## config.mk

```make
export PLATFORM = sky130hd
export DESIGN_NAME = oled_char_writer_flat
export DESIGN_NICKNAME = d
export VERILOG_FILES = /design/src/rtl/oled_wr_pkg.sv /design/src/rtl/oled_char_writer_if.sv /design/src/rtl/cents_to_bcd.sv /design/src/rtl/oled_char_writer.sv /design/src/flat_wrapper.sv
export SDC_FILE = /design/constraint.sdc
export NUM_CORES = 1
export LEC_CHECK = 0
export CAP_MARGIN = 40
export CELL_PAD_IN_SITES_DETAIL_PLACEMENT = 0
export CELL_PAD_IN_SITES_GLOBAL_PLACEMENT = 2
export CORE_MARGIN = 4
export CORE_UTILIZATION = 33
export CTS_CLUSTER_SIZE = 16
export DETAILED_ROUTE_END_ITERATION = 16
export PLACE_DENSITY = 0.77
export SETUP_SLACK_MARGIN = 0.1
export SYNTH_ARGS = -nofsm -noshare
export SYNTH_HDL_FRONTEND = slang
export SYNTH_HIERARCHICAL = 1
export SYNTH_SLANG_ARGS = --single-unit
export TNS_END_PERCENT = 20
```

## constraint.sdc

```tcl
create_clock -name clk -period 3.9 [get_ports clk]
set_input_delay 1.17 -clock clk [delete_from_list [all_inputs] [get_ports clk]]
set_output_delay 1.17 -clock clk [all_outputs]
set_load 0.01 [all_outputs]
```

## src/rtl/oled_wr_pkg.sv

```systemverilog
// Shared types and constants for the OLED character writer: FSM states,
// message IDs, ASCII codes and the per-column character formatter.
package oled_wr_pkg;

  localparam int unsigned LINE_LEN = 16;
  localparam int unsigned BCD_W    = 12;

  typedef enum logic [1:0] {
    ST_IDLE  = 2'd0,
    ST_CONV  = 2'd1,
    ST_WRITE = 2'd2,
    ST_DONE  = 2'd3
  } state_t;

  typedef enum logic [2:0] {
    MSG_NONE  = 3'd0,
    MSG_CLR   = 3'd1,
    MSG_PRICE = 3'd2,
    MSG_CENTS = 3'd3,
    MSG_COINS = 3'd4,
    MSG_DISP  = 3'd5
  } msg_id_t;

  localparam logic [7:0] ASCII_SPACE  = 8'h20;
  localparam logic [7:0] ASCII_DOLLAR = 8'h24;
  localparam logic [7:0] ASCII_DOT    = 8'h2E;
  localparam logic [7:0] ASCII_STAR   = 8'h2A;
  localparam logic [7:0] ASCII_ZERO   = 8'h30;

  function automatic logic is_numeric(input msg_id_t id);
    return (id == MSG_PRICE) || (id == MSG_CENTS) || (id == MSG_COINS);
  endfunction

  function automatic logic [1:0] row_of(input msg_id_t id);
    logic [1:0] row;
    case (id)
      MSG_PRICE: row = 2'd0;
      MSG_CENTS: row = 2'd1;
      MSG_COINS: row = 2'd2;
      default:   row = 2'd3;
    endcase
    return row;
  endfunction

  // Character at column x of a message line; clear and unknown IDs are blank.
  function automatic logic [7:0] line_char(input msg_id_t id, input logic [3:0] x,
                                           input logic [BCD_W-1:0] bcd);
    logic [79:0] txt;
    logic [79:0] sh;
    logic [7:0]  ch;
    ch  = ASCII_SPACE;
    txt = '0;
    sh  = '0;
    case (id)
      MSG_PRICE: txt = "PRICE     ";
      MSG_CENTS: txt = "COIN      ";
      MSG_COINS: txt = "TOTAL     ";
      MSG_DISP:  txt = {ASCII_STAR, "DISPENSE", ASCII_STAR};
      default:   txt = '0;
    endcase
    if (is_numeric(id)) begin
      if (x < 4'd10) begin
        sh = txt << {x, 3'b000};
        ch = sh[79:72];
      end else begin
        case (x)
          4'd10:   ch = ASCII_DOLLAR;
          4'd11:   ch = ASCII_ZERO + {4'h0, bcd[11:8]};
          4'd12:   ch = ASCII_DOT;
          4'd13:   ch = ASCII_ZERO + {4'h0, bcd[7:4]};
          4'd14:   ch = ASCII_ZERO + {4'h0, bcd[3:0]};
          default: ch = ASCII_SPACE;
        endcase
      end
    end else if (id == MSG_DISP && x >= 4'd3 && x < 4'd13) begin
      sh = txt << {x - 4'd3, 3'b000};
      ch = sh[79:72];
    end
    return ch;
  endfunction

endpackage

```

## src/rtl/oled_char_writer_if.sv

```systemverilog
// Request/value inputs from the write controller plus the character port
// toward the OLED driver.
interface oled_char_writer_if;

  logic       clr_reg;
  logic       ld_price;
  logic       ld_cents;
  logic       ld_coins;
  logic       ld_disp;
  logic [7:0] price;
  logic [7:0] cents;
  logic [7:0] coins;
  logic       disp_ready;
  logic       disp_wr_en;
  logic [7:0] disp_char;
  logic [3:0] disp_x;
  logic [1:0] disp_y;
  logic       char_done;

  modport master (
    output clr_reg, ld_price, ld_cents, ld_coins, ld_disp,
    output price, cents, coins, disp_ready,
    input  disp_wr_en, disp_char, disp_x, disp_y, char_done
  );

  modport slave (
    input  clr_reg, ld_price, ld_cents, ld_coins, ld_disp,
    input  price, cents, coins, disp_ready,
    output disp_wr_en, disp_char, disp_x, disp_y, char_done
  );

endinterface

```

## src/rtl/cents_to_bcd.sv

```systemverilog
// Iterative double-dabble: 8-bit binary to three BCD digits, one bit per cycle.
// The start cycle already performs the first shift, so done follows 8 steps.
module cents_to_bcd
  import oled_wr_pkg::*;
(
  input  logic             clk,
  input  logic             rst,
  input  logic             start,
  input  logic [7:0]       bin,
  output logic             busy,
  output logic             done,
  output logic [BCD_W-1:0] bcd
);

  logic [7:0]       bin_sr;
  logic [2:0]       cnt;
  logic [BCD_W-1:0] adj;

  function automatic logic [3:0] add3(input logic [3:0] n);
    return (n >= 4'd5) ? n + 4'd3 : n;
  endfunction

  always_comb adj = {add3(bcd[11:8]), add3(bcd[7:4]), add3(bcd[3:0])};

  always_ff @(posedge clk) begin
    if (!rst) begin
      bin_sr <= '0;
      bcd    <= '0;
      cnt    <= '0;
      busy   <= 1'b0;
      done   <= 1'b0;
    end else begin
      done <= 1'b0;
      if (start) begin
        // adjust of an all-zero BCD is a no-op, so step 1 is a plain shift
        bcd    <= {11'd0, bin[7]};
        bin_sr <= {bin[6:0], 1'b0};
        cnt    <= 3'd1;
        busy   <= 1'b1;
      end else if (busy) begin
        bcd    <= {adj[10:0], bin_sr[7]};
        bin_sr <= {bin_sr[6:0], 1'b0};
        cnt    <= cnt + 3'd1;
        if (cnt == 3'd7) begin
          busy <= 1'b0;
          done <= 1'b1;
        end
      end
    end
  end

endmodule

```

## src/rtl/oled_char_writer.sv

```systemverilog
// Formats one display line (or a full clear) per controller request and streams
// it over a valid/ready character port. OLED_WR_MSG_COUNT_EN adds msg_count.
module oled_char_writer #(
  parameter int unsigned LINE_LEN  = 16,
  parameter int unsigned NUM_LINES = 4
) (
  input  logic               clk,
  input  logic               rst,
  oled_char_writer_if.slave  bus
`ifdef OLED_WR_MSG_COUNT_EN
  ,
  output logic [7:0]         msg_count
`endif
);

  import oled_wr_pkg::*;

  localparam int unsigned NUM_CHARS = LINE_LEN * NUM_LINES;
  localparam int unsigned IDX_W     = $clog2(NUM_CHARS);

  state_t           state, state_n;
  msg_id_t          sel_id, id_q, id_n;
  logic [7:0]       sel_val;
  logic [IDX_W-1:0] idx_q, idx_n, pres_idx, last_idx;
  logic [3:0]       pres_x, x_q, x_n;
  logic [1:0]       pres_y, y_q, y_n;
  logic [7:0]       pres_char, char_q, char_n;
  logic             wr_en_q, wr_en_n, done_q, done_n;
  logic             bcd_start, bcd_busy, bcd_done;
  logic [BCD_W-1:0] bcd;

  // Request priority: clear, price, cents, coins, dispense
  assign sel_id = bus.clr_reg  ? MSG_CLR   :
                  bus.ld_price ? MSG_PRICE :
                  bus.ld_cents ? MSG_CENTS :
                  bus.ld_coins ? MSG_COINS :
                  bus.ld_disp  ? MSG_DISP  : MSG_NONE;

  assign sel_val = bus.ld_price ? bus.price :
                   bus.ld_cents ? bus.cents : bus.coins;

  cents_to_bcd u_bcd (
    .clk   (clk),
    .rst   (rst),
    .start (bcd_start),
    .bin   (sel_val),
    .busy  (bcd_busy),
    .done  (bcd_done),
    .bcd   (bcd)
  );

  // Character to present next: the current one until it is accepted
  assign pres_idx  = wr_en_q ? idx_q + IDX_W'(1) : idx_q;
  assign pres_x    = 4'(pres_idx % IDX_W'(LINE_LEN));
  assign pres_y    = (id_q == MSG_CLR) ? 2'(pres_idx / IDX_W'(LINE_LEN)) : row_of(id_q);
  assign pres_char = line_char(id_q, pres_x, bcd);
  assign last_idx  = (id_q == MSG_CLR) ? IDX_W'(NUM_CHARS - 1) : IDX_W'(LINE_LEN - 1);

  always_ff @(posedge clk) begin
    if (!rst) begin
      state   <= ST_IDLE;
      id_q    <= MSG_NONE;
      idx_q   <= '0;
      wr_en_q <= 1'b0;
      char_q  <= ASCII_SPACE;
      x_q     <= '0;
      y_q     <= '0;
      done_q  <= 1'b0;
    end else begin
      state   <= state_n;
      id_q    <= id_n;
      idx_q   <= idx_n;
      wr_en_q <= wr_en_n;
      char_q  <= char_n;
      x_q     <= x_n;
      y_q     <= y_n;
      done_q  <= done_n;
    end
  end

  always_comb begin
    state_n = state;
    case (state)
      ST_IDLE:  if (sel_id != MSG_NONE) state_n = is_numeric(sel_id) ? ST_CONV : ST_WRITE;
      ST_CONV:  if (bcd_done && !bcd_busy) state_n = ST_WRITE;
      ST_WRITE: if (wr_en_q && bus.disp_ready && idx_q == last_idx) state_n = ST_DONE;
      ST_DONE:  if (sel_id != id_q) state_n = ST_IDLE;
      default:  state_n = ST_IDLE;
    endcase
  end

  always_comb begin
    id_n      = id_q;
    idx_n     = idx_q;
    wr_en_n   = wr_en_q;
    char_n    = char_q;
    x_n       = x_q;
    y_n       = y_q;
    bcd_start = 1'b0;
    done_n    = (state_n == ST_DONE);
    case (state)
      ST_IDLE: begin
        wr_en_n = 1'b0;
        idx_n   = '0;
        if (sel_id != MSG_NONE) begin
          id_n      = sel_id;
          bcd_start = is_numeric(sel_id);
        end
      end
      ST_WRITE: begin
        if (!wr_en_q || bus.disp_ready) begin
          if (wr_en_q && idx_q == last_idx) begin
            wr_en_n = 1'b0;
          end else begin
            wr_en_n = 1'b1;
            idx_n   = pres_idx;
            char_n  = pres_char;
            x_n     = pres_x;
            y_n     = pres_y;
          end
        end
      end
      default: wr_en_n = 1'b0;
    endcase
  end

`ifdef OLED_WR_MSG_COUNT_EN
  always_ff @(posedge clk) begin
    if (!rst) begin
      msg_count <= '0;
    end else if (state != ST_DONE && state_n == ST_DONE) begin
      msg_count <= msg_count + 8'd1;
    end
  end
`endif

  assign bus.disp_wr_en = wr_en_q;
  assign bus.disp_char  = char_q;
  assign bus.disp_x     = x_q;
  assign bus.disp_y     = y_q;
  assign bus.char_done  = done_q;

endmodule

```

## src/flat_wrapper.sv

```systemverilog
// flat-port wrapper written by rule: the top's interface ports become plain ports
module oled_char_writer_flat import oled_wr_pkg::*;
#(
  parameter int unsigned LINE_LEN  = 16,
  parameter int unsigned NUM_LINES = 4
)
  (clk, rst, bus_clr_reg, bus_ld_price, bus_ld_cents, bus_ld_coins, bus_ld_disp, bus_price, bus_cents, bus_coins, bus_disp_ready, bus_disp_wr_en, bus_disp_char, bus_disp_x, bus_disp_y, bus_char_done);
  oled_char_writer_if bus_i ();
  input  logic clk;
  input  logic rst;
  input wire logic [$bits(bus_i.clr_reg)-1:0] bus_clr_reg;
  input wire logic [$bits(bus_i.ld_price)-1:0] bus_ld_price;
  input wire logic [$bits(bus_i.ld_cents)-1:0] bus_ld_cents;
  input wire logic [$bits(bus_i.ld_coins)-1:0] bus_ld_coins;
  input wire logic [$bits(bus_i.ld_disp)-1:0] bus_ld_disp;
  input wire logic [$bits(bus_i.price)-1:0] bus_price;
  input wire logic [$bits(bus_i.cents)-1:0] bus_cents;
  input wire logic [$bits(bus_i.coins)-1:0] bus_coins;
  input wire logic [$bits(bus_i.disp_ready)-1:0] bus_disp_ready;
  output wire logic [$bits(bus_i.disp_wr_en)-1:0] bus_disp_wr_en;
  output wire logic [$bits(bus_i.disp_char)-1:0] bus_disp_char;
  output wire logic [$bits(bus_i.disp_x)-1:0] bus_disp_x;
  output wire logic [$bits(bus_i.disp_y)-1:0] bus_disp_y;
  output wire logic [$bits(bus_i.char_done)-1:0] bus_char_done;
  assign bus_i.clr_reg = bus_clr_reg;
  assign bus_i.ld_price = bus_ld_price;
  assign bus_i.ld_cents = bus_ld_cents;
  assign bus_i.ld_coins = bus_ld_coins;
  assign bus_i.ld_disp = bus_ld_disp;
  assign bus_i.price = bus_price;
  assign bus_i.cents = bus_cents;
  assign bus_i.coins = bus_coins;
  assign bus_i.disp_ready = bus_disp_ready;
  assign bus_disp_wr_en = bus_i.disp_wr_en;
  assign bus_disp_char = bus_i.disp_char;
  assign bus_disp_x = bus_i.disp_x;
  assign bus_disp_y = bus_i.disp_y;
  assign bus_char_done = bus_i.char_done;
  oled_char_writer #(.LINE_LEN(LINE_LEN), .NUM_LINES(NUM_LINES)) u_core (.clk(clk), .rst(rst), .bus(bus_i));
endmodule
```

; Word-level counts from Yosys, hierarchy flattened
; Cells that the tools add are included.
[classes]
addsub = 9
order_cmp = 6
eq_ne = 22
shifts = 2
muxes = 41
bitwise = 3
n_reduce_logical = 23
[op_table]
columns = operator, count
row1 = $pmux 79 s4, 1
row2 = $shl 79x7->80, 2
row3 = $mux 8, 7
row4 = $pmux 8 s5, 1
row5 = $mux 6, 4
row6 = $add 6x4->7 const A, 3
row7 = $eq 4x4->1 const B, 5
row8 = $mux 3, 6
row9 = $eq 3x2->1 const B, 4
row10 = $eq 3x3->1 const B, 4
row11 = $ge 4x3->1 const B, 3
row12 = $mux 2, 6
row13 = $pmux 6 s2, 1
row14 = $mux 1, 11
row15 = $add 4x2->4 const B, 2
row16 = $lt 4x4->1 const B, 2
row17 = $mux 4, 2
row18 = $pmux 2 s4, 1
row19 = $add 6x1->6 const B, 1
row20 = $eq 2x2->1 const B, 3
row21 = $eq 6x6->1, 1
row22 = $logic_and 1x1->1, 6
row23 = $pmux 2 s3, 1
row24 = $reduce_and 3->1, 2
row25 = 18 further kinds, 27
[word_totals]
ff_bits = 51
input_bits = 32
wordCells = 121

; Longest topological paths before layout
; Gate-level depths: netlist of the first run.
[depth]
ltp_word = 12
depth_mapped = 13
mapped_depth_nobuf = 11

; By module
; Netlist of the first run, hierarchy kept.
[by_module_without_submodules]
columns = module, n_inst, cells_per_inst, area_each_um2
row1 = oled_char_writer, 1, 358, 2538.7
row2 = cents_to_bcd, 1, 155, 1341.3

; Least setup slack after synthesis of the first run
; No wires, ideal clock.
[synth_timing]
path_type = reg-to-reg
start = register u_core.wr_en_q, in the netlist u_core/bus.disp_wr_en
end = register u_core.char_q[6], in the netlist u_core/bus.disp_char[6]
arrival_time_ps = 3061
t_required_ps = 3781
slack_ps = 720
path_stages_with_launch = 14
path_buffers = 3
period_less_slack_ps = 3180
cell_sequence = dfxtp_1 -> buf_2 -> buf_2 -> mux2i_1 -> inv_1 -> ha_1 -> clkbuf_1 -> xnor2_1 -> xor2_1 -> nand2_1 -> o21ai_0 -> a211oi_1 -> o21a_1 -> o221a_2
[synth_between]
elab_chain_cells = 6
word_cells_on_any_way = 23
cone_classes = add/sub (1) / order compare (3) / eq/ne (5) / shift (2) / mux (5) / bitwise (1) / reduce/logical (6)
[synth_lines]
columns = item, line
row1 = start: declaration, oled_char_writer.sv:28  ; logic wr_en_q, wr_en_n, done_q, done_n;
row2 = start signal: assignment, oled_char_writer.sv:73  ; wr_en_q <= wr_en_n;
row3 = $mux 6 *, oled_char_writer.sv:53  ; assign pres_idx = wr_en_q ? idx_q + IDX_W'(1) : idx_q;
row4 = net u_core.pres_idx[1], oled_char_writer.sv:24  ; logic [IDX_W-1:0] idx_q, idx_n, pres_idx, last_idx;
row5 = branches (longest 4 deep; another with $sub 4x2->4), -
row6 = $mux 8 *, oled_wr_pkg.sv:61  ; if (is_numeric(id)) begin
row7 = end signal: assignment, oled_char_writer.sv:74  ; char_q <= char_n;
row8 = end: declaration, oled_char_writer.sv:27  ; logic [7:0] pres_char, char_q, char_n;
; Mark *: on every way through the listed nets, which the timed path passes.
; A chain may end at the register's enable or synchronous reset.

; Worst setup path after layout of the first run
[layout_timing]
start = register u_core.idx_q[0]
end = register u_core.char_q[0], in the netlist u_core/bus.disp_char[0]
[layout_between]
elab_chain_cells = 7
word_cells_on_any_way = 23
cone_classes = add/sub (2) / order compare (3) / eq/ne (6) / shift (2) / mux (5) / bitwise (1) / reduce/logical (4)
[layout_lines]
columns = item, line
row1 = start: declaration, oled_char_writer.sv:24
row2 = start signal: assignment, oled_char_writer.sv:72  ; idx_q <= idx_n;
row3 = $add 6x1->6 *, oled_char_writer.sv:53
row4 = $mux 6 *, oled_char_writer.sv:53
row5 = net u_core.pres_idx[1], oled_char_writer.sv:24
row6 = branches (longest 4 deep; another with $sub 4x2->4), -
row7 = $mux 8 *, oled_wr_pkg.sv:61
; Marks and branches as above.

==> results.toml, run 1 <==
[timing]
final.period_utilization_pct = 79.92
finalHoldViolCount = 0
minimum_clock_period_after_layout_ns = 3.117
setup_total_negative_slack_ns = 0
hold-worst-slack_ns = 0.4685
timing.final.max_slew_violations = 0
tightestPinTransition_ns = 0.8200
setup_viol_count_final = 0
grt_setup_unrepaired = "no"
timing.fmax_mhz = 320.8
relSlewSlack_pct = 45.22
finalClockSkew_ns = 0.006500

[drt]
drt_iter0_drc = 235
routed_wire_length_per_instance_um = 17.60
drt-pass1-iter-count = 4
route.antenna.remaining_nets = 0
via_count = 3869
routed_via_density = 5.665
routed_wl_um = 12020
detail_route.drc_violations = 0

[clocking]
insertion_delay_ns = 0.30
cts-root-to-sink-buffers = 2
cts_htree_levels = 2
numCtsBuffers = 5
cts.repair_timing.setup_buffer_count = 0
cts_hold_buf = 0
clock-sinks = 50
root_buffer = "sky130_fd_sc_hd__clkbuf_16"
post_cts_resized = 0
cts_tree = "yes"
clock_pin_slew_of_the_registers_on_the_worst_case_setup_and_hold_paths_ns = 0.07

[place]
gpl.final_weighted_congestion = 0.8502
io_buffers = 46
place.detailed.instances = 675
dpl.hpwl_um = 8719
detailed_place.area_um2 = 4434

[power]
total_leakage_power_uw = 0.001637
power_per_cell_area_nw_per_um2 = 310.4
ir_drop_mv = 0.2217

[yosys]
async_reset_ff_share_pct = 0
yosysSeqAreaShare_pct = 25.80
synth_flop_cell = "sky130_fd_sc_hd__dfxtp_1"
mean_instance_size_in_the_synthesized_netlist_um2 = 7.563
postSynthCellCount = 513
netlist_area_um2 = 3880
synthesis.nets = 559
synth.ff_latch_count = 50
yosys.cell_types.count = 64
yosys_warnings = 6
post_synth_edffs = 0

[worst_setup_path]
timing.critical_path.fanout_max = 8
worst_path_largest_cell_delay_ns = 0.43
worst_ep_required_time_ns = 4.13
worstPathArrival_ns = 3.35
worstSetupStartpointType = "flip-flop"
crit_path_cell_trace = "ha_1 > mux2i_1 > inv_1 > ha_1 > xnor2_1 > xor2_1 > nand2_1 > o21ai_0 > o21ai_0 > a31oi_1"
cp-end-kind = "flip-flop"
timing_worst_setup_path_type = "flip-flop to flip-flop"
cpMaxStageDelayCell = "sky130_fd_sc_hd__o21ai_0"

[grt]
grt_pass1_vias = 3619
grt_use_total_pct = 18.03
grt_pass1_wl_um = 19390
grt.overflow.total = 0
antenna_found_initial = 0
grt_start_max_net_pins = 42

[cells_and_area]
diodes = 0
nets = 585
layout-area-overhead-vs-synth_pct = 18.48
final_cell_mix = "57 x sky130_fd_sc_hd__nand2_1, 50 x sky130_fd_sc_hd__dfxtp_1, 47 x sky130_fd_sc_hd__o21ai_0"
final_design_area_no_fill_um2 = 4597
post_route_cells_drive_above_1_share_pct = 5.741
finish.cell_count_without_fillers = 683
most_common_cell_after_layout_fill_and_taps_aside = "sky130_fd_sc_hd__nand2_1"

[run]
max_cap_violations = 0

[hold_path]
hold_path.class = "flip-flop to flip-flop"

[die]
floorplan.initialDensity_pct = 33.84
ios = 48
core_region_area_um2 = 11470
row_count = 39
floorplan.die_area_um2 = 13560
dieHeight_um = 116.4
horizontal_die_dimension_um = 116.4

[outcome]
run_status = "finished, final reports clean"
-- path summary, 6_finish.rpt --
kind                             start                 endpoint  slack (ns)  cells after the start
setup / recovery       u_core/idx_q[0]  u_core/bus.disp_char[0]        0.78                     10
hold / removal    u_core/bus.disp_y[0]     u_core/bus.disp_y[0]        0.47                      2
hold reg to reg   u_core/bus.disp_y[0]     u_core/bus.disp_y[0]        0.47                      2
setup reg to reg       u_core/idx_q[0]  u_core/bus.disp_char[0]        0.78                     10
-- report_power, final --
part,switching (uW),internal [uW],leakage [uW]
Clock,205,304,0.0000781
Combinational,188,153,0.00115
Sequential,34.4,543,0.000407
Total,427,1000,0.00164
-- logic make-up after synthesis --
| logic type | after synthesis | synth area share, % |
|---|---|---|
| other cells | 1 | 0.09665 |
| flops | 50 | 25.80 |
| buf+inv | 57 | 6.868 |
| compound gates | 176 | 29.67 |
| fa+ha+maj | 14 | 4.515 |
| xor+xnor | 13 | 2.935 |
| mux | 20 | 5.482 |
| simple gates | 182 | 24.64 |
-- layer usage --
layer  track usage (%)  routed length, um  vias to the layer above
met4             4.254                178                        0
li1                  -                  -                     1932
met1             24.72               5285                     1814
met2             28.99               5867                      111
met3             3.886                687                       12
met5                 0                  0                        -
-- through the flow --
step / setup WS (ns) / power, uW / utilization [%]
3_5_place_dp: 0.7505 / 930.4 / 38.67
2_1_floorplan: 0.7205 / 809.0 / -
4_1_cts: 0.8413 / 1449 / 40.09
6_report: 0.7830 / 1427 / 40.09
5_1_grt: 0.5263 / 1510 / 40.09
3_3_place_gp: 0.7542 / 929.4 / 38.67
-- area by class of cell --
cell class                 count  area, um^2
clock buffer                   7       132.6
clock inverter                 1       30.03
tap                          143       178.9
fill                        1174        6870
inverter                      13       48.80
multi-input combinational    406        2618
timing repair buffer          63       588.1
sequential                    50        1001
-- critical path, delay by kind of cell, from the launching register on --
family,cells,cell delay [ns]
adder cells (fa/ha/maj),2,0.70
buffers and inverters,1,0.18
multiplexers,1,0.20
AND/OR/NAND/NOR,1,0.15
XOR/XNOR,2,0.73
flip-flops,1,0.32
AO/OA/AOI/OAI,3,0.78
-- flip-flops by register name, summed over array words and instances, names as in the netlist --
register	count
u_core/u_bcd/cnt	3
u_core/u_bcd/bin_sr	7
u_core/id_q	3
u_core/u_bcd/done	1
u_core/u_bcd/busy	1
u_core/state	2
u_core/bus.disp_y	2
u_core/bus.disp_wr_en	1
u_core/bus.char_done	1
u_core/u_bcd/bcd	12
u_core/idx_q	6
u_core/bus.disp_x	4
u_core/bus.disp_char	7
-- synthesized netlist by cell type, types with 5 or more instances --
master,instances,share of area [%]
sky130_fd_sc_hd__a22oi_1,6,1.2
sky130_fd_sc_hd__mux2i_1,19,4.9
sky130_fd_sc_hd__nand2_1,57,5.5
sky130_fd_sc_hd__or3_1,5,0.81
sky130_fd_sc_hd__o21ai_0,47,6.1
sky130_fd_sc_hd__buf_2,9,1.2
sky130_fd_sc_hd__nor3_1,11,1.4
sky130_fd_sc_hd__a21oi_1,34,4.4
sky130_fd_sc_hd__dfxtp_1,50,26
sky130_fd_sc_hd__nand2b_1,12,1.9
sky130_fd_sc_hd__inv_1,12,1.2
sky130_fd_sc_hd__nand3_1,15,1.9
sky130_fd_sc_hd__o31ai_1,7,1.4
sky130_fd_sc_hd__o211ai_1,10,1.9
sky130_fd_sc_hd__a21boi_0,7,1.4
sky130_fd_sc_hd__clkbuf_1,27,2.6
sky130_fd_sc_hd__and2_1,10,1.6
sky130_fd_sc_hd__nor2b_1,13,2.1
sky130_fd_sc_hd__nand3b_1,5,0.97
sky130_fd_sc_hd__xnor2_1,9,2.0
sky130_fd_sc_hd__ha_1,14,4.5
sky130_fd_sc_hd__a21o_1,7,1.4
sky130_fd_sc_hd__nor2_1,25,2.4
sky130_fd_sc_hd__a31oi_1,14,2.3
sky130_fd_sc_hd__a221oi_1,5,1.1
Power figures use the tool's default switching activity.
==> inputs of run 2 (changes only) <==
--- a/config.mk
+++ b/config.mk
@@ -9,10 +9,10 @@
 export CELL_PAD_IN_SITES_DETAIL_PLACEMENT = 0
 export CELL_PAD_IN_SITES_GLOBAL_PLACEMENT = 2
 export CORE_MARGIN = 4
-export CORE_UTILIZATION = 33
+export CORE_UTILIZATION = 29
 export CTS_CLUSTER_SIZE = 16
 export DETAILED_ROUTE_END_ITERATION = 16
-export PLACE_DENSITY = 0.77
+export PLACE_DENSITY = 0.72
 export SETUP_SLACK_MARGIN = 0.1
 export SYNTH_ARGS = -nofsm -noshare
 export SYNTH_HDL_FRONTEND = slang
==> constraint.sdc (replaced) <==
create_clock -name clk -period 2.8 [get_ports clk]
set_input_delay 0.84 -clock clk [delete_from_list [all_inputs] [get_ports clk]]
set_output_delay 0.84 -clock clk [all_outputs]
set_load 0.01 [all_outputs]
==> results.toml, run 2 (synthesis results as in run 1) <==
[cells_and_area]
most_common_cell_after_layout_fill_and_taps_aside = "sky130_fd_sc_hd__nand2_1"
post_route_cells_drive_above_1_share_pct = 12.68
largest_reg_flops = 12
nets = 613
diodes = 0
layout-area-overhead-vs-synth_pct = 27.31
top_register = "u_core/u_bcd/bcd"
final_cell_mix = "57 x sky130_fd_sc_hd__nand2_1, 48 x sky130_fd_sc_hd__dfxtp_1, 47 x sky130_fd_sc_hd__o21ai_0"

[worst_setup_path]
worstSetupStartpointType = "flip-flop"
cpMaxStageDelayCell = "sky130_fd_sc_hd__or4_1"
timing_worst_setup_path_type = "flip-flop to flip-flop"
worstPathArrival_ns = 2.89
crit_path_cell_trace = "ha_4 > mux2i_4 > inv_2 > ha_2 > buf_4 > nand2_1 > a21oi_1 > o32a_1 > o21ai_1 > or4_1 > nand4_1 > o2bb2ai_1"
worst_path_largest_cell_delay_ns = 0.60
cp-end-kind = "flip-flop"
worst_ep_required_time_ns = 3.03
timing.critical_path.fanout_max = 7

[clocking]
numCtsBuffers = 5
cts.repair_timing.setup_buffer_count = 0
cts-root-to-sink-buffers = 2
clock_pin_slew_of_the_registers_on_the_worst_case_setup_and_hold_paths_ns = 0.08
cts_htree_levels = 2
root_buffer = "sky130_fd_sc_hd__clkbuf_16"
clock-sinks = 50
cts_hold_buf = 0
cts_tree = "yes"
insertion_delay_ns = 0.31
post_cts_resized = 1

[timing]
timing.final.max_slew_violations = 0
finalClockSkew_ns = 0.007214
finalHoldViolCount = 0
minimum_clock_period_after_layout_ns = 2.659
timing.fmax_mhz = 376.0
relSlewSlack_pct = 64.58
setup_viol_count_final = 0
final.period_utilization_pct = 94.98
setup_total_negative_slack_ns = 0
grt_setup_unrepaired = "yes"
tightestPinTransition_ns = 0.5305

[power]
design_power_total_uw = 2048
power_per_cell_area_nw_per_um2 = 414.6
ir_drop_mv = 0.3382
total_leakage_power_uw = 0.001797

[grt]
grt_use_total_pct = 16.63
grt.overflow.total = 0
grt_start_max_net_pins = 37
grt_pass1_vias = 3897
grt_pass1_wl_um = 20230
antenna_found_initial = 0

[place]
gpl.final_weighted_congestion = 0.9247
io_buffers = 46
dpl.hpwl_um = 9366

[drt]
route.antenna.remaining_nets = 0
routed_wl_um = 12400
drt_iter0_drc = 274
via_count = 4057
detail_route.drc_violations = 0
drt-pass1-iter-count = 5
routed_wire_length_per_instance_um = 16.75
routed_via_density = 5.482

[outcome]
run_status = "finished, final reports clean"

[die]
ios = 48
horizontal_die_dimension_um = 123.7
row_count = 41
core_region_area_um2 = 12880
floorplan.die_area_um2 = 15290
dieHeight_um = 123.7
floorplan.initialDensity_pct = 30.13

[hold_path]
hold_path.class = "flip-flop to flip-flop"

[run]
max_cap_violations = 0
## run 2: cell count changes in the layout (fill, tap and decap cells not counted), sizes merged
cell,change
buf,+28
clkbuf,-2
clkinv,+1
inv,+1
## run 2: layer usage
| metal | track usage, % | routed length [um] |
|---|---|---|
| met1 | 20.71 | 5248 |
| met2 | 29.00 | 6246 |
| met3 | 3.043 | 659 |
| met4 | 5.190 | 240 |
| met5 | 0 | 0 |
## run 2: layout make-up
cell class / count / area, um^2
Timing Repair Buffer: 91 / 810.8
Tap cell: 172 / 215.2
Sequential cell: 50 / 1003
Clock inverter: 3 / 43.79
Fill cell: 1324 / 7936
Multi-Input combinational cell: 406 / 2693
Clock buffer: 5 / 125.1
Inverter: 13 / 48.80
## run 2: path summary, 6_finish.rpt
check             cells after the start                 endpoint  slack, ns                 start
setup / recovery                     12  u_core/bus.disp_char[2]       0.14       u_core/idx_q[0]
hold / removal                        2     u_core/bus.disp_x[3]       0.47  u_core/bus.disp_x[3]
setup reg to reg                     12  u_core/bus.disp_char[2]       0.14       u_core/idx_q[0]
hold reg to reg                       2     u_core/bus.disp_x[3]       0.47  u_core/bus.disp_x[3]
## run 2: per-stage QoR
stage / util, % / setup slack, ns / hold slack [ns] / instance area [um^2] / std cells
2_1_floorplan: - / 0.1228 / 0.4646 / 3965 / 513
3_3_place_gp: 36.98 / 0.08168 / 0.4579 / 4762 / 732
3_5_place_dp: 36.98 / 0.009106 / 0.4624 / 4762 / 732
4_1_cts: 38.32 / 0.1431 / 0.4712 / 4933 / 740
5_1_grt: 38.36 / 0.02961 / 0.5130 / 4940 / 740
6_report: 38.36 / 0.1405 / 0.4656 / 4940 / 740
## run 2: worst max-delay path, delay by kind of cell, from the launching register on
family,cells,cell delay (ns)
AOI/OAI and AO/OA,4,0.61
adders and majority gates,2,0.51
buffers and inverters,2,0.24
DFF,1,0.36
muxes,1,0.07
and+or+nand+nor,3,0.80
## run 2: report_power, final
| part | total [uW] | internal [uW] | switching (uW) | leakage [uW] |
|---|---|---|---|---|
| clock network | 729 | 424 | 305 | 0.0000842 |
| logic | 509 | 242 | 266 | 0.00130 |
| registers | 810 | 757 | 53.4 | 0.000408 |
==> inputs of run 3 (changes only) <==
--- a/config.mk
+++ b/config.mk
@@ -14,6 +14,7 @@
 export DETAILED_ROUTE_END_ITERATION = 16
 export PLACE_DENSITY = 0.72
 export SETUP_SLACK_MARGIN = 0.1
+export SKIP_CTS_REPAIR_TIMING = 1
 export SYNTH_ARGS = -nofsm -noshare
 export SYNTH_HDL_FRONTEND = slang
 export SYNTH_HIERARCHICAL = 1
==> results.toml, run 3 (synthesis results as in run 1) <==
[worst_setup_path]
cp-end-kind = "flip-flop"
timing_worst_setup_path_type = "flip-flop to flip-flop"
rr_worst_depth = 12
timing.critical_path.fanout_max = 7
worst_ep_required_time_ns = 3.03
worstSetupStartpointType = "flip-flop"
worstPathArrival_ns = 2.84

[cells_and_area]
finish.cell_count_without_fillers = 740
finalCoreUtilization_pct = 38.39
top_register = "u_core/u_bcd/bcd"
fillCellCount = 1327
nets = 613
largest_reg_flops = 12
diodes = 0
layout-area-overhead-vs-synth_pct = 27.41
final_cell_mix = "57 x sky130_fd_sc_hd__nand2_1, 48 x sky130_fd_sc_hd__dfxtp_1, 46 x sky130_fd_sc_hd__clkdlybuf4s50_1"
most_common_cell_after_layout_fill_and_taps_aside = "sky130_fd_sc_hd__nand2_1"
post_route_cells_drive_above_1_share_pct = 12.85

[clocking]
cts_tree = "yes"
clock-sinks = 50
root_buffer = "sky130_fd_sc_hd__clkbuf_16"
clock_pin_slew_of_the_registers_on_the_worst_case_setup_and_hold_paths_ns = 0.08
insertion_delay_ns = 0.30
cts_htree_levels = 2
cts-root-to-sink-buffers = 2
numCtsBuffers = 5

[timing]
tightestPinTransition_ns = 0.5305
finalClockSkew_ns = 0.007233
final.period_utilization_pct = 93.15
timing.fmax_mhz = 383.4
timing.final.max_slew_violations = 0
relSlewSlack_pct = 64.58
hold-worst-slack_ns = 0.4656
grt_setup_unrepaired = "yes"
minimum_clock_period_after_layout_ns = 2.608
setup_viol_count_final = 0
setup_total_negative_slack_ns = 0
finalHoldViolCount = 0

[drt]
detail_route.drc_violations = 0
routed_wire_length_per_instance_um = 16.76
via_count = 4024
route.antenna.remaining_nets = 0
routed_wl_um = 12410
drt-pass1-iter-count = 5
drt_iter0_drc = 272
routed_via_density = 5.438

[die]
row_count = 41
core_region_area_um2 = 12880
ios = 48
horizontal_die_dimension_um = 123.7
floorplan.initialDensity_pct = 30.13
dieHeight_um = 123.7
floorplan.die_area_um2 = 15290

[power]
power.sequential.fraction_pct = 39.6
power.clock.fraction_pct = 35.6
design_power_total_uw = 2047
ir_drop_mv = 0.3383
portion_of_total_power_attributed_to_combinational_logic_pct = 24.9
switching_power_uw = 623.6
power.switching_fraction_pct = 30.47
power_per_cell_area_nw_per_um2 = 414.0
internal_power_uw = 1423
total_leakage_power_uw = 0.001797

[grt]
grt.overflow.total = 0
grt_start_max_net_pins = 37
antenna_found_initial = 0
grt_pass1_vias = 3897
grt_pass1_wl_um = 20230
grt_use_total_pct = 16.63

[hold_path]
hold_path.class = "flip-flop to flip-flop"
worstHoldPathCells = 2

[place]
place.detailed.instances = 732
dpl.hpwl_um = 9366
gpl.final_weighted_congestion = 0.9247
io_buffers = 46

[run]
max_cap_violations = 0

[outcome]
run_status = "finished, final reports clean"
[run 3: cell count changes in the layout (fill, tap and decap cells not counted)]
cell / change
sky130_fd_sc_hd__a21oi_1: -1
sky130_fd_sc_hd__o21ai_0: -2
sky130_fd_sc_hd__a21oi_2: +1
sky130_fd_sc_hd__o21ai_1: +2
[run 3: power by group through the flow]
stage	sequential (uW)	combinational, uW	clock [uW]
after floorplan	805	327	0
after global placement	826	506	0
after detailed placement	828	505	0
after CTS	811	508	755
after global routing	819	562	781
final	810	509	728
[run 3: stage by stage]
stage | area, um^2 | setup WS (ns)
final | 4943 | 0.1919
after global routing | 4943 | 0.09304
after CTS | 4931 | 0.08159
after detailed placement | 4762 | 0.009106
after global placement | 4762 | 0.08168
after floorplan | 3965 | 0.1228
[run 3: path summary, 6_finish.rpt]
| check | start | to | slack, ns |
|---|---|---|---|
| min reg2reg | u_core/bus.disp_x[3] | u_core/bus.disp_x[3] | 0.47 |
| max | u_core/idx_q[0] | u_core/bus.disp_char[2] | 0.19 |
| max reg2reg | u_core/idx_q[0] | u_core/bus.disp_char[2] | 0.19 |
| min | u_core/bus.disp_x[3] | u_core/bus.disp_x[3] | 0.47 |
[run 3: area by class of cell]
type | instances | area [um^2] | share of cell area (%)
clock buffer | 5 | 125.1 | 2.531
clock inverter | 3 | 43.79 | 0.8859
inverter | 13 | 48.80 | 0.9871
multi-input combinational | 406 | 2696 | 54.54
sequential | 50 | 1003 | 20.30
tap | 172 | 215.2 | 4.353
timing repair buffer | 91 | 810.8 | 16.40
[run 3: worst max-delay path: stages, from the launching register on]
cell	delay, ns
sky130_fd_sc_hd__dfxtp_2	0.36
sky130_fd_sc_hd__ha_4	0.28
sky130_fd_sc_hd__mux2i_4	0.07
sky130_fd_sc_hd__inv_2	0.06
sky130_fd_sc_hd__ha_2	0.23
sky130_fd_sc_hd__buf_4	0.18
sky130_fd_sc_hd__nand2_1	0.07
sky130_fd_sc_hd__a21oi_2	0.18
sky130_fd_sc_hd__o32a_1	0.15
sky130_fd_sc_hd__o21ai_1	0.09
sky130_fd_sc_hd__or4_1	0.59
sky130_fd_sc_hd__nand4_1	0.14
sky130_fd_sc_hd__o2bb2ai_1	0.13
[run 3: routing by layer]
| layer | wire length (um) | vias up | global-route usage (%) |
|---|---|---|---|
| met5 | 0 | - | 0 |
| met4 | 214 | 0 | 5.190 |
| met3 | 643 | 21 | 3.043 |
| met2 | 6229 | 125 | 29.00 |
| met1 | 5318 | 1893 | 20.71 |
| li1 | - | 1985 | - |
==> edit 1 (flow settings as in run 3) <==
Re-encode `msg_id_t` (6 values) as one-hot, 6 bits wide.
--- a/src/rtl/oled_wr_pkg.sv
+++ b/src/rtl/oled_wr_pkg.sv
@@ -13,11 +13,11 @@
   } state_t;
 
-  typedef enum logic [2:0] {
-    MSG_NONE  = 3'd0,
-    MSG_CLR   = 3'd1,
-    MSG_PRICE = 3'd2,
-    MSG_CENTS = 3'd3,
-    MSG_COINS = 3'd4,
-    MSG_DISP  = 3'd5
+  typedef enum logic [5:0] {
+    MSG_NONE  = 6'b000001,
+    MSG_CLR   = 6'b000010,
+    MSG_PRICE = 6'b000100,
+    MSG_CENTS = 6'b001000,
+    MSG_COINS = 6'b010000,
+    MSG_DISP  = 6'b100000
   } msg_id_t;
 
Formal check against the unedited RTL: no difference found for any inputs over 10 cycles, from zero or initial values and one cycle with rst low; not proved beyond that.
==> edit 1 against run 3 <==
- sequential cell count grew 3
- worst hold slack worse by 0.010 ns
- via count rose by 8.9%
- worst setup slack gained 0.038 ns
- synthesized area up 17%
- die area grew 16%
- cell count up 11%
- fmax grew 1.5%
- global-route usage shrank 1.5 points
- count of clock-buffer cells in the layout stayed put
- final area is 9.6% higher
- wire length increased by 7.8%
- power barely moved
==> edit 1: results (changes against run 3) <==
================================================================================
Run status                                                             completed
Worst voltage drop across the vdd grid                                  0.242 mV   -28%
Xor/xnor share of the synthesized area                                    0.0389   +0.00953
Post-Route Hold Slack                                                   0.455 ns   -0.0105 ns
Worst Skew                                                            0.00506 ns   -0.00218 ns
Critical Path Max Stage Delay                                            0.38 ns   -0.21 ns
R2R setup slack                                                          0.23 ns   +0.04 ns
Sequential-to-total area share from yosys stat                             0.234   -0.0242
Switching share of power                                                   0.327   +0.0222
Number of DRC violations after detailed-routing iteration 0                  271   -0.37%
Number of nets at the end of the flow                                        652   +6.4%
Endpoint of the worst hold-timing path                              u_core/bus.disp_x[1]$_SDFFE_PN0P_
Maximum number of pins on one net before global-route repair                  38   +2.7%
Syn Inst Count                                                               565   +10%
Average vias per placed instance                                            5.36   -1.5%
Vias in the first global route                                              4106   +5.4%
Detailed-route via count                                                    4381   +8.9%
Most instantiated cells after synthesis                             nand2_1 (58), dfxtp_1 (53), o21ai_0 (41)
CP max-delay cell                                                        dfxtp_1
Unique masters post-synth                                                     93   +45%
Startpoint of the lowest-slack hold path                            u_core/bus.disp_x[1]$_SDFFE_PN0P_
Fraction of final layout cells with drive strength greater than 1          0.138   +0.00986
Instance area after placement                                          5250 um^2   +10%
Part of the power in the clock network                                     0.319   -0.037
Synthesized-area fraction occupied by ao, oa, aoi and oai cells            0.298   +0.00164
Power dissipated in sequential cells                                      859 uW   +6.0%
Arrival time of data at the critical path endpoint                       2.75 ns   -0.09 ns
================================================================================
## edit 1: cell count changes after synthesis, moves of 5 or more
cell / change
a21o_1: -6
buf_2: +6
o21ai_0: -6
a21boi_0: -5
nor3_2: +5
a211oi_1: +9
o21ai_1: +12
xnor2_1: -5
nor2_1: +12
clkbuf_1: -16
nor2b_1: -8
buf_6: +5
## edit 1: final cells by class
cell class	instances	area, um^2
fillers	1614	9840
inverters	14	52.6
clock buffers	5	125
repair buffers	79	721
multi-input cells	453	3170
clock inverters	3	25.0
well taps	211	264
flip-flops and latches	53	1060
## edit 1: per-layer routing
layer	track usage	routed length [um]	share of wire	up-vias
met5	0	0	0	-
met4	0.0366	188	0.014	0
met2	0.242	6170	0.46	112
met1	0.212	6470	0.48	2066
met3	0.0298	540	0.040	11
li1	-	-	-	2192
## edit 1: worst min-delay path, stage by stage, from the launching register on
cell and delay (ns):
dfxtp_1 0.31, nand2_1 0.05, a21oi_1 0.05
==> edit 2 (flow settings as in run 3) <==
Without the edit above. `NUM_LINES` is set to 4 in 2 places; all go to 2.
--- a/src/rtl/oled_char_writer.sv
+++ b/src/rtl/oled_char_writer.sv
@@ -3,5 +3,5 @@
 module oled_char_writer #(
   parameter int unsigned LINE_LEN  = 16,
-  parameter int unsigned NUM_LINES = 4
+  parameter int unsigned NUM_LINES = 2
 ) (
   input  logic               clk,
--- a/src/flat_wrapper.sv
+++ b/src/flat_wrapper.sv
@@ -3,5 +3,5 @@
 #(
   parameter int unsigned LINE_LEN  = 16,
-  parameter int unsigned NUM_LINES = 4
+  parameter int unsigned NUM_LINES = 2
 )
   (clk, rst, bus_clr_reg, bus_ld_price, bus_ld_cents, bus_ld_coins, bus_ld_disp, bus_price, bus_cents, bus_coins, bus_disp_ready, bus_disp_wr_en, bus_disp_char, bus_disp_x, bus_disp_y, bus_char_done);
Function: no difference found for any inputs over 10 cycles, from zero or initial values and one cycle with rst low; that may be too few to reach the edited logic, so the function may still have changed.
==> edit 2 against run 3 <==
- worst hold slack got worse by 0.0075 ns
- sequential cell count down 1
- final area shrank 4.3%
- worst setup slack improved by 0.097 ns
- clock skew fell by 0.0015 ns
- power is 1.6% higher
- sequential power is 0.7% higher
- critical path depth shrank 3
- largest power group unchanged
- synthesized area is 0.35% lower
- die area fell by 0.33%
- highest routed layer unchanged
- count of clock-buffer cells in the layout increased by 2
- combinational power is 8.4% higher
- wire length fell by 11%
==> edit 2: results (changes against run 3) <==
================================================================================
Run status                                                             completed
Number of inserted filler cells in the final layout                         1379   +3.9%
Leakage power of the design                                              1.69 nW   -6.1%
Actual transition at the worst max-transition pin                       0.674 ns   +0.143 ns
DRT met1 WL                                                              5100 um   -4.1%
Buffers outside the clock class                                               74   -19%
Fraction of final layout cells with drive strength greater than 1          0.118   -0.0107
Instance area after placement                                          4560 um^2   -4.3%
Family with the most delay on the worst path                        multiplexers
Met3 Use GR                                                               0.0297   -0.000692
Worst voltage drop across the vdd grid                                  0.225 mV   -33%
Per-cell routed wire length                                              15.9 um   -5.3%
Max Fanout on Critical Path                                                    8   +1
Power dissipated in sequential cells                                      816 uW   +0.7%
Startpoint of the lowest-slack hold path                            u_core/bus.disp_y[0]$_SDFFE_PN0P_
Multi-input gate count                                                       381   -6.2%
Xor/xnor share of the synthesized area                                    0.0498   +0.0205
CP max-delay cell                                                        dfxtp_1
Mux contribution to synthesized area                                      0.0576   +0.00278
Switching share of power                                                   0.301   -0.00361
Arrival time of data at the critical path endpoint                       2.73 ns   -0.11 ns
#FFs+latches synth                                                            49   -2.0%
Met2 capacity usage during global routing                                  0.256   -0.0344
Count of inverters not on the clock network in the layout                     14   +1
Area share of fa/ha/maj cells after synthesis                             0.0453   +0.000161
================================================================================
edit 2: cell types whose count changed after synthesis, sizes merged, moves of 4 or more:
cell,before,now
a211oi,4,8
a21boi,8,1
a21o,7,3
and3,3,7
buf,17,24
clkbuf,27,14
nand2,57,53
nor2,25,29
nor2b,13,7
nor3,11,5
o311ai,0,4
o31ai,7,2
edit 2: kinds of logic (layout without fill, tap and decap cells):
| kind of cell | count (synthesis) | count (layout) |
|---|---|---|
| and+or+nand+nor | 167 | 167 |
| adders and majority gates | 14 | 14 |
| other | 1 | 1 |
| DFF | 49 | 49 |
| AOI/OAI and AO/OA | 166 | 166 |
| xor gates and xnor gates | 13 | 13 |
| buffers and inverters | 52 | 96 |
| muxes | 20 | 20 |
edit 2: per-stage QoR:
step	total power, mW	std cells	setup slack [ns]	utilization
after floorplan	1.17	482	0.150	-
after global placement	1.38	690	0.218	0.356
after detailed placement	1.39	690	0.163	0.356
after CTS	2.11	698	0.271	0.369
after global routing	2.20	698	0.126	0.369
final	2.08	698	0.289	0.369
